### src/rtl/awgn_pkg.sv
// Shared definitions for the AWGN channel: SNR limits, sigma code table,
// 9-to-8 bit saturation and the SNR-change FSM state encoding.
package awgn_pkg;

    localparam int SNR_MIN = 7;
    localparam int SNR_MAX = 12;

    // Sigma codes, S(8,7), one per supported SNR in dB
    localparam logic [7:0] SIGMA_7DB  = 8'h1C;
    localparam logic [7:0] SIGMA_8DB  = 8'h19;
    localparam logic [7:0] SIGMA_9DB  = 8'h16;
    localparam logic [7:0] SIGMA_10DB = 8'h14;
    localparam logic [7:0] SIGMA_11DB = 8'h12;
    localparam logic [7:0] SIGMA_12DB = 8'h10;

    typedef enum logic [1:0] {
        IDLE    = 2'd0,
        PENDING = 2'd1,
        APPLY   = 2'd2
    } snr_state_t;

    // Saturate a sign-extended 9-bit sum back to S(8,7)
    function automatic logic [7:0] sat9to8(input logic [8:0] sum);
        if (sum[8] != sum[7]) begin
            return sum[8] ? 8'h80 : 8'h7F;
        end
        return sum[7:0];
    endfunction

    // Clamp the requested SNR to the table range and look up its sigma code
    function automatic logic [7:0] snr_to_sigma(input logic [3:0] snr_db);
        logic [3:0] snr_c;
        if (snr_db < 4'(SNR_MIN)) begin
            snr_c = 4'(SNR_MIN);
        end else if (snr_db > 4'(SNR_MAX)) begin
            snr_c = 4'(SNR_MAX);
        end else begin
            snr_c = snr_db;
        end
        case (snr_c)
            4'd7:    return SIGMA_7DB;
            4'd8:    return SIGMA_8DB;
            4'd9:    return SIGMA_9DB;
            4'd10:   return SIGMA_10DB;
            4'd11:   return SIGMA_11DB;
            default: return SIGMA_12DB;
        endcase
    endfunction

endpackage

### src/rtl/awgn_channel_noise_pow_meter.sv
// Noise power meter: accumulates nI^2 + nQ^2 over windows of 2^LOG2_POW_WIN
// samples and publishes the window mean, U(16,14), with a one-cycle strobe.
// Only elaborated when AWGN_NOISE_POW_EN is defined.
`ifdef AWGN_NOISE_POW_EN
module noise_pow_meter #(
    parameter int LOG2_POW_WIN = 10
) (
    input  logic        clk,
    input  logic        i_reset,
    input  logic        i_valid,
    input  logic [7:0]  i_noise_I,
    input  logic [7:0]  i_noise_Q,
    output logic [15:0] o_noise_pow,
    output logic        o_pow_valid
);

    localparam int ACC_W = 17 + LOG2_POW_WIN;

    logic signed [7:0]  noise_i_s;
    logic signed [7:0]  noise_q_s;
    logic signed [15:0] sq_i;
    logic signed [15:0] sq_q;
    logic [16:0]        term;
    logic [ACC_W-1:0]   acc_reg;
    logic [ACC_W-1:0]   acc_total;
    logic [ACC_W-1:0]   mean;
    logic [15:0]        mean_sat;
    logic [LOG2_POW_WIN-1:0] win_cnt_reg;

    // Squares of S(8,7) values are non-negative U(16,14); (-1.0)^2 = 16'h4000 still fits
    assign noise_i_s = i_noise_I;
    assign noise_q_s = i_noise_Q;
    assign sq_i      = noise_i_s * noise_i_s;
    assign sq_q      = noise_q_s * noise_q_s;
    assign term      = {1'b0, sq_i} + {1'b0, sq_q};
    assign acc_total = acc_reg + ACC_W'(term);
    assign mean      = acc_total >> LOG2_POW_WIN;
    assign mean_sat  = (|mean[ACC_W-1:16]) ? 16'hFFFF : mean[15:0];

    // The window closes on its last sample (included in the mean); the next
    // window starts from an empty accumulator
    always_ff @(posedge clk or posedge i_reset) begin
        if (i_reset) begin
            acc_reg     <= '0;
            win_cnt_reg <= '0;
            o_noise_pow <= '0;
            o_pow_valid <= 1'b0;
        end else begin
            o_pow_valid <= 1'b0;
            if (i_valid) begin
                win_cnt_reg <= win_cnt_reg + 1'b1;
                if (&win_cnt_reg) begin
                    o_noise_pow <= mean_sat;
                    o_pow_valid <= 1'b1;
                    acc_reg     <= '0;
                end else begin
                    acc_reg     <= acc_total;
                end
            end
        end
    end

endmodule
`endif

### src/rtl/awgn_channel.sv
// AWGN channel: adds generator noise to S(8,7) I/Q symbols with saturation
// (2-cycle pipeline) and owns SNR selection, changing sigma only at frame wraps.
// Optional macro AWGN_NOISE_POW_EN adds the noise power meter.
module awgn_channel
    import awgn_pkg::*;
#(
    parameter int NBT_DATA     = 8,
    parameter int NBF_DATA     = 7,
    parameter int FRAME_LEN    = 1024,
    parameter int RESET_SNR    = 10,
    parameter int LOG2_POW_WIN = 10
) (
    input  logic                clk,
    input  logic                i_reset,
    input  logic                i_valid,
    input  logic [NBT_DATA-1:0] i_sym_I,
    input  logic [NBT_DATA-1:0] i_sym_Q,
    input  logic [NBT_DATA-1:0] i_noise_I,
    input  logic [NBT_DATA-1:0] i_noise_Q,
    input  logic                i_chan_en,
    input  logic                i_snr_load,
    input  logic [3:0]          i_snr_db,
    output logic [7:0]          o_sigma,
    output logic                o_snr_busy,
    output logic                o_valid,
    output logic [NBT_DATA-1:0] o_sym_I,
    output logic [NBT_DATA-1:0] o_sym_Q,
    output logic [15:0]         o_noise_pow,
    output logic                o_pow_valid
);

    localparam int             CNT_W       = $clog2(FRAME_LEN);
    localparam logic [CNT_W-1:0] CNT_LAST  = CNT_W'(FRAME_LEN - 1);
    localparam logic [7:0]     SIGMA_RESET = snr_to_sigma(4'(RESET_SNR));

    // The datapath and sigma table are fixed to S(8,7); reject other settings at elaboration
    if (NBT_DATA != 8 || NBF_DATA != 7 || FRAME_LEN < 2 || RESET_SNR < SNR_MIN ||
        RESET_SNR > SNR_MAX || LOG2_POW_WIN < 1) begin : g_bad_cfg
        $error("awgn_channel: unsupported parameter set");
    end

    logic [NBT_DATA-1:0] noise_i_eff;
    logic [NBT_DATA-1:0] noise_q_eff;
    logic [NBT_DATA:0]   sum_i_reg;
    logic [NBT_DATA:0]   sum_q_reg;
    logic                valid1_reg;
    logic [CNT_W-1:0]    cnt_reg;
    logic                wrap;
    logic [7:0]          load_code;
    snr_state_t          state_reg, state_next;
    logic [7:0]          code_reg, code_next;
    logic [7:0]          sigma_reg, sigma_next;

    // Bypass zeroes the noise so the symbol passes with unchanged latency
    assign noise_i_eff = i_chan_en ? i_noise_I : '0;
    assign noise_q_eff = i_chan_en ? i_noise_Q : '0;

    // Stage 1: sign-extended 9-bit sums; data holds during bubbles
    always_ff @(posedge clk or posedge i_reset) begin
        if (i_reset) begin
            valid1_reg <= 1'b0;
            sum_i_reg  <= '0;
            sum_q_reg  <= '0;
        end else begin
            valid1_reg <= i_valid;
            if (i_valid) begin
                sum_i_reg <= {i_sym_I[NBT_DATA-1], i_sym_I} + {noise_i_eff[NBT_DATA-1], noise_i_eff};
                sum_q_reg <= {i_sym_Q[NBT_DATA-1], i_sym_Q} + {noise_q_eff[NBT_DATA-1], noise_q_eff};
            end
        end
    end

    // Stage 2: saturate back to S(8,7)
    always_ff @(posedge clk or posedge i_reset) begin
        if (i_reset) begin
            o_valid <= 1'b0;
            o_sym_I <= '0;
            o_sym_Q <= '0;
        end else begin
            o_valid <= valid1_reg;
            if (valid1_reg) begin
                o_sym_I <= sat9to8(sum_i_reg);
                o_sym_Q <= sat9to8(sum_q_reg);
            end
        end
    end

    assign wrap      = i_valid && (cnt_reg == CNT_LAST);
    assign load_code = snr_to_sigma(i_snr_db);

    // Frame counter over accepted samples
    always_ff @(posedge clk or posedge i_reset) begin
        if (i_reset) begin
            cnt_reg <= '0;
        end else if (i_valid) begin
            cnt_reg <= wrap ? '0 : cnt_reg + 1'b1;
        end
    end

    // SNR FSM state, latched request code and the live sigma register
    always_ff @(posedge clk or posedge i_reset) begin
        if (i_reset) begin
            state_reg <= IDLE;
            code_reg  <= SIGMA_RESET;
            sigma_reg <= SIGMA_RESET;
        end else begin
            state_reg <= state_next;
            code_reg  <= code_next;
            sigma_reg <= sigma_next;
        end
    end

    // Next state: sigma is loaded on the wrap edge itself so the new code is
    // visible in APPLY, the cycle after the wrap; a wrap seen in IDLE is ignored
    always_comb begin
        state_next = state_reg;
        code_next  = code_reg;
        sigma_next = sigma_reg;
        case (state_reg)
            IDLE: begin
                if (i_snr_load) begin
                    code_next  = load_code;
                    state_next = PENDING;
                end
            end
            PENDING: begin
                if (wrap) begin
                    // a request on the wrap cycle itself is the latest one and wins
                    sigma_next = i_snr_load ? load_code : code_reg;
                    code_next  = sigma_next;
                    state_next = APPLY;
                end else if (i_snr_load) begin
                    code_next = load_code;
                end
            end
            APPLY: begin
                if (i_snr_load) begin
                    code_next  = load_code;
                    state_next = PENDING;
                end else begin
                    state_next = IDLE;
                end
            end
            default: state_next = IDLE;
        endcase
    end

    assign o_sigma    = sigma_reg;
    assign o_snr_busy = (state_reg == PENDING);

`ifdef AWGN_NOISE_POW_EN
    // Measures the noise actually added, so bypass reads as zero power
    noise_pow_meter #(
        .LOG2_POW_WIN (LOG2_POW_WIN)
    ) u_noise_pow_meter (
        .clk         (clk),
        .i_reset     (i_reset),
        .i_valid     (i_valid),
        .i_noise_I   (noise_i_eff),
        .i_noise_Q   (noise_q_eff),
        .o_noise_pow (o_noise_pow),
        .o_pow_valid (o_pow_valid)
    );
`else
    assign o_noise_pow = '0;
    assign o_pow_valid = 1'b0;
`endif

endmodule
### config.mk
export PLATFORM = sky130hd
export DESIGN_NAME = awgn_channel
export DESIGN_NICKNAME = d
export VERILOG_FILES = /design/src/rtl/awgn_pkg.sv /design/src/rtl/awgn_channel_noise_pow_meter.sv /design/src/rtl/awgn_channel.sv
export SDC_FILE = /design/constraint.sdc
export NUM_CORES = 1
export LEC_CHECK = 0
export CAP_MARGIN = 20
export CELL_PAD_IN_SITES_DETAIL_PLACEMENT = 1
export CELL_PAD_IN_SITES_GLOBAL_PLACEMENT = 1
export CORE_MARGIN = 1
export CORE_UTILIZATION = 36
export CTS_BUF_LIST = sky130_fd_sc_hd__clkbuf_8
export CTS_CLUSTER_SIZE = 24
export DETAILED_ROUTE_END_ITERATION = 10
export PLACE_DENSITY_LB_ADDON = 0.1
export SLEW_MARGIN = 20
export SYNTH_ARGS = -nofsm -noshare
export SYNTH_HDL_FRONTEND = slang
export SYNTH_HIERARCHICAL = 1
export SYNTH_SLANG_ARGS = --single-unit
export TNS_END_PERCENT = 10
### constraint.sdc
create_clock -name clk -period 2.1 [get_ports clk]
set_clock_uncertainty 0.1 [all_clocks]
set_input_delay 0.42 -clock clk [delete_from_list [all_inputs] [get_ports clk]]
set_output_delay 0.42 -clock clk [all_outputs]
set_load 0.02 [all_outputs]
---- Word-level counts from Yosys, hierarchy flattened ----
Index checks and enable logic that the tools add are counted.
storage, ports and cells
  output and inout port bits .............. 43
  flip-flop bits (word level) ............. 64
  input bits .............................. 41
  logic and storage cells ................. 53
cells by class
  mux-type cells .......................... 21
  magnitude comparators ................... 2
  eq/ne operators ......................... 12
  add/sub/neg operators ................... 3
  reduce and logical (&&, ||, !) cells .... 5
operators with widths
  operator                 number
  $mux W8                  9
  $pmux W4 S5              1
  $add A8 B8 Y9            2
  $eq A4 B4 Y1 const B     4
  $add A10 B1 Y10 const B  1
  $eq A10 B10 Y1 const B   1
  $mux W10                 1
  $mux W4                  2
  $pmux W2 S3              1
  $mux W1                  5
  $eq A4 B3 Y1 const B     1
  $gt A4 B4 Y1 const B     1
  $lt A4 B3 Y1 const B     1
  $mux W2                  2
  $reduce_and A2 Y1        2
  $reduce_or A3 Y1         1
  $eq A2 B1 Y1 const B     1
  $eq A2 B2 Y1 const B     1
  $logic_not A2 Y1         1
  $ne A1 B1 Y1             2
  $ne A2 B1 Y1 const B     1
  $ne A2 B2 Y1 const B     1
  $logic_and A1 B1 Y1      1

---- Longest topological paths before layout ----
  word-level depth ........................ 6
  mapped depth ............................ 8
  gate-level depth less buffers ........... 7

---- Worst setup path before layout ----
Ideal clock, no wire load.
  path type ............................... input port to flip-flop
  from .................................... input i_chan_en
  to ...................................... register sum_q_reg[6]
  arrival ................................. 2.117 ns
  setup slack ............................. -0.213 ns
  cell stages on the path ................. 8
  required time ........................... 1.905 ns
  setup time .............................. 0.095 ns
  path buffers ............................ 1
  path through ............................ clkbuf_1 > and2_1 > ha_1 > fa_1 > a211o_1 > a211oi_1 > nor2_1 > o31ai_1
between the ends
  cells in the longest elaborated chain, start to end .. 2
RTL lines
  element                 RTL line            text
  start: declaration      awgn_channel.sv:20  input logic i_chan_en,
  $mux W8                 awgn_channel.sv:56  assign noise_q_eff = i_chan_en ? i_noise_Q : '0;
  $add A8 B8 Y9           awgn_channel.sv:68  sum_q_reg <= {i_sym_Q[NBT_DATA-1], i_sym_Q} + {noise_q_eff[NBT_DATA-1], noise_q_eff};
  end signal: assignment  awgn_channel.sv:68
  end: declaration        awgn_channel.sv:45  logic [NBT_DATA:0] sum_q_reg;
No other way between the ends.
A chain may end at the register's enable or synchronous reset.

---- Worst setup path after layout ----
  from .................................... input i_noise_Q[0]
  to ...................................... register sum_q_reg[8]
between the ends
  cells in the longest elaborated chain, start to end .. 2
RTL lines
  element             RTL line            text
  start: declaration  awgn_channel.sv:19  input logic [NBT_DATA-1:0] i_noise_Q,
  $mux W8             awgn_channel.sv:56
  $add A8 B8 Y9       awgn_channel.sv:68
No other way between the ends.

==> results.md <==
* Clk_lat worst skew at around 340 ps
* CTS HTree Levels at 3
* Min-Delay Endpoint: o_sigma[4]
* Number of synthesized flops with an enable pin at 0
* WP data required at 2260 ps
* Final Max Tran Viols at 0
* Io pins at 84
* Most frequent cells in the layout: dfrtp_1, clkdlybuf4s50_1, nor2_1, buf_4, a21oi_1
* Mean area per synthesized cell at 10.1 um^2
* Most common cell after layout, fill and taps aside: dfrtp_1
* Worst-case reg-to-reg path depth at 5
* # rows at 36
* Initial core utilization at 0.370
* Endpoints failing hold at 0
* Area grow syn2layout at 34.9%
* IR Drop Worst-Case VDD at 263 uV
* Root Buffer: clkbuf_8
* Crit end category: flop
* Leak pwr at about 0.0022 uW
* Synth Cell Area at 0.00362 mm^2
* Syn Inst Count at ~360
* First-pass iteration count of the detailed router at 4
* FF/Latch Area at 0.00161 mm^2
* Clock-pin slew on the worst setup and hold paths at around 80 ps
* Drt drc at 0
* Fill count at roughly 1.1k
* Setup TNS at 0 ps
* Synth Register Bits at 64
* Outcome: complete, no violations
* Worst hold start: o_sigma[4]
* Clock sink total at 64
* RSZ-0062 raised after global routing: true
* Die height at 102 um
* PD cells at 814 mW/mm^2
* Crit path launch: i_noise_Q[0]
* CTS tree: built
* Ys flop type: dfrtp_1
* Die Span X at 102 um
* Cts bufs inserted at 9
* DRT antenna net count at 0
* Maximum fanout along the worst path at 3
* Setup CP Type: primary input to flop
* DPL Wire Length at about 6.4 mm
* Clock Path Buffers at 2
* ANT cells at 0
* RR Endpoint: o_sigma[5]
* Area of the core at between 0.009 and 0.01 mm^2
* Hold Crit Class: flop to flop
* Die area at 0.0105 mm^2
* R2R Path Start: cnt_reg[0]
* Multi-input gate area at 0.00188 mm^2
* Final wirelength at 8.36 mm
* GPL Wtd Cong at 0.774
* R2R setup slack at 320 ps
* Cts hold-fix bufs at 0
* Largest net degree at the start of global routing at 65
* Max_cap viols at 0
* Yosys warns at 6
* Wire per inst at roughly 14 um
* Port buffer count at 66
* Initial antenna violation count at 0
* Proportion of layout cells with a drive suffix above 1 at 0.192
* Sequential area share after synthesis at 0.444
* Pre-CTS setup slack at -719 ps
* Synth cell types at 52
* Nets@finish at 523
* Via density at roughly 4.9
* Worst EP arrival at 2210 ps
* Grt ovf at 0
* Final hold slack at 371 ps
* Vias in the first global route at between 2k and 3k
* Hold depth at 2
* Number of flip-flops in the largest register at 10
* Final Cycle Share at 0.977
* 1st-iter DRT viols at 57
* Min Tclk post-route at 2050 ps
* Async set-reset flop share out of synthesis at 1.00
* Vias post-DR at about 2.9k
* First-pass GRT wire length at 14.2 mm
* Final setup fails at 0
* Overall Global Routing Usage at 0.175
* CP startpoint kind: primary input
* F_max at just under 0.5 GHz
* PnR worst setup slack at roughly 49 ps
routing by layer:
| layer | vias up | wire, um | track usage |
|---|---|---|---|
| li1 | 1448 | - | - |
| met4 | 0 | 110 | 0.0626 |
| met1 | 1407 | 4130 | 0.233 |
| met2 | 53 | 3890 | 0.285 |
| met3 | 8 | 227 | 0.0301 |
| met5 | - | 0 | 0 |
layout make-up:
class / instances / area share
Tap cell: 133 / 0.0341
Sequential cell: 64 / 0.329
Clock buffer: 9 / 0.0254
Timing Repair Buffer: 105 / 0.198
Inverter: 11 / 0.00922
Clock inverter: 7 / 0.0208
Multi-Input combinational cell: 268 / 0.384
synthesized netlist by cell type, types with 4 or more instances:
master     number  area [um^2]
and2_1         20          125
nor2b_1         4         25.0
nand2b_1        4         25.0
dfstp_2         4          105
clkbuf_1       11         41.3
xnor2_1         8         70.1
o21ai_0        14         70.1
dfrtp_1        60         1500
ha_1           21          263
o31ai_1         5         37.5
o2bb2ai_1       4         35.0
nor2_1         39          146
mux2_2          6         67.6
nand2_1        14         52.6
nand3_1         5         25.0
a211oi_1       10         75.1
a21oi_1        37          185
inv_1          11         41.3
buf_4          17          128
nand3b_1        4         30.0
mux2_4          6         90.1
a21o_1          6         45.0
kinds of logic (layout without fill, tap and decap cells):
kind of cell	count (synthesis)	in the layout	share of synthesized area
other	1	17	0.00104
xor gates and xnor gates	10	10	0.0242
AOI/OAI and AO/OA	97	97	0.171
DFF	64	64	0.444
adders and majority gates	23	23	0.0837
buffers and inverters	42	132	0.0664
and+or+nand+nor	106	106	0.158
muxes	15	15	0.0518
how the worst max path moves through the flow:
stage | endpoint | slack, ps | cells after the start
after floorplan | sum_i_reg[6] | -110 | 8
after global placement | sum_q_reg[6] | -650 | 8
after detailed placement | sum_q_reg[6] | -720 | 8
after CTS | sum_q_reg[6] | -10 | 7
after global routing | sum_q_reg[6] | -90 | 8
final | sum_q_reg[8] | 50 | 9
critical path: stages:
cell           delay, ps
dlygate4sd2_1        230
and2_4               160
ha_4                 160
fa_2                 340
a211o_1              300
a211oi_2             280
buf_4                150
o21ai_1               50
a31oi_1              120
power breakdown:
group | switching (uW) | leakage [uW] | internal [uW] | total (uW)
logic | 579 | 0.00133 | 558 | 1140
clock network | 524 | 0.000107 | 680 | 1200
registers | 184 | 0.000767 | 1450 | 1630
total | 1290 | 0.00221 | 2690 | 3970
stage by stage:
step	instances	cell area, um^2	total power (uW)	utilization
2_1_floorplan	374	3720	2320	-
3_3_place_gp	579	4630	2760	0.473
3_5_place_dp	579	4630	2790	0.473
4_1_cts	596	4860	4020	0.497
5_1_grt	597	4880	4210	0.500
6_report	597	4880	3970	0.500
timing repair:
action | in CTS | in global routing
buffers inserted | 1 | 1
gates resized for setup | 6 | 11
pin swaps | 12 | 8
setup endpoints to repair | 13 | 7
Power figures use the tool's default switching activity.
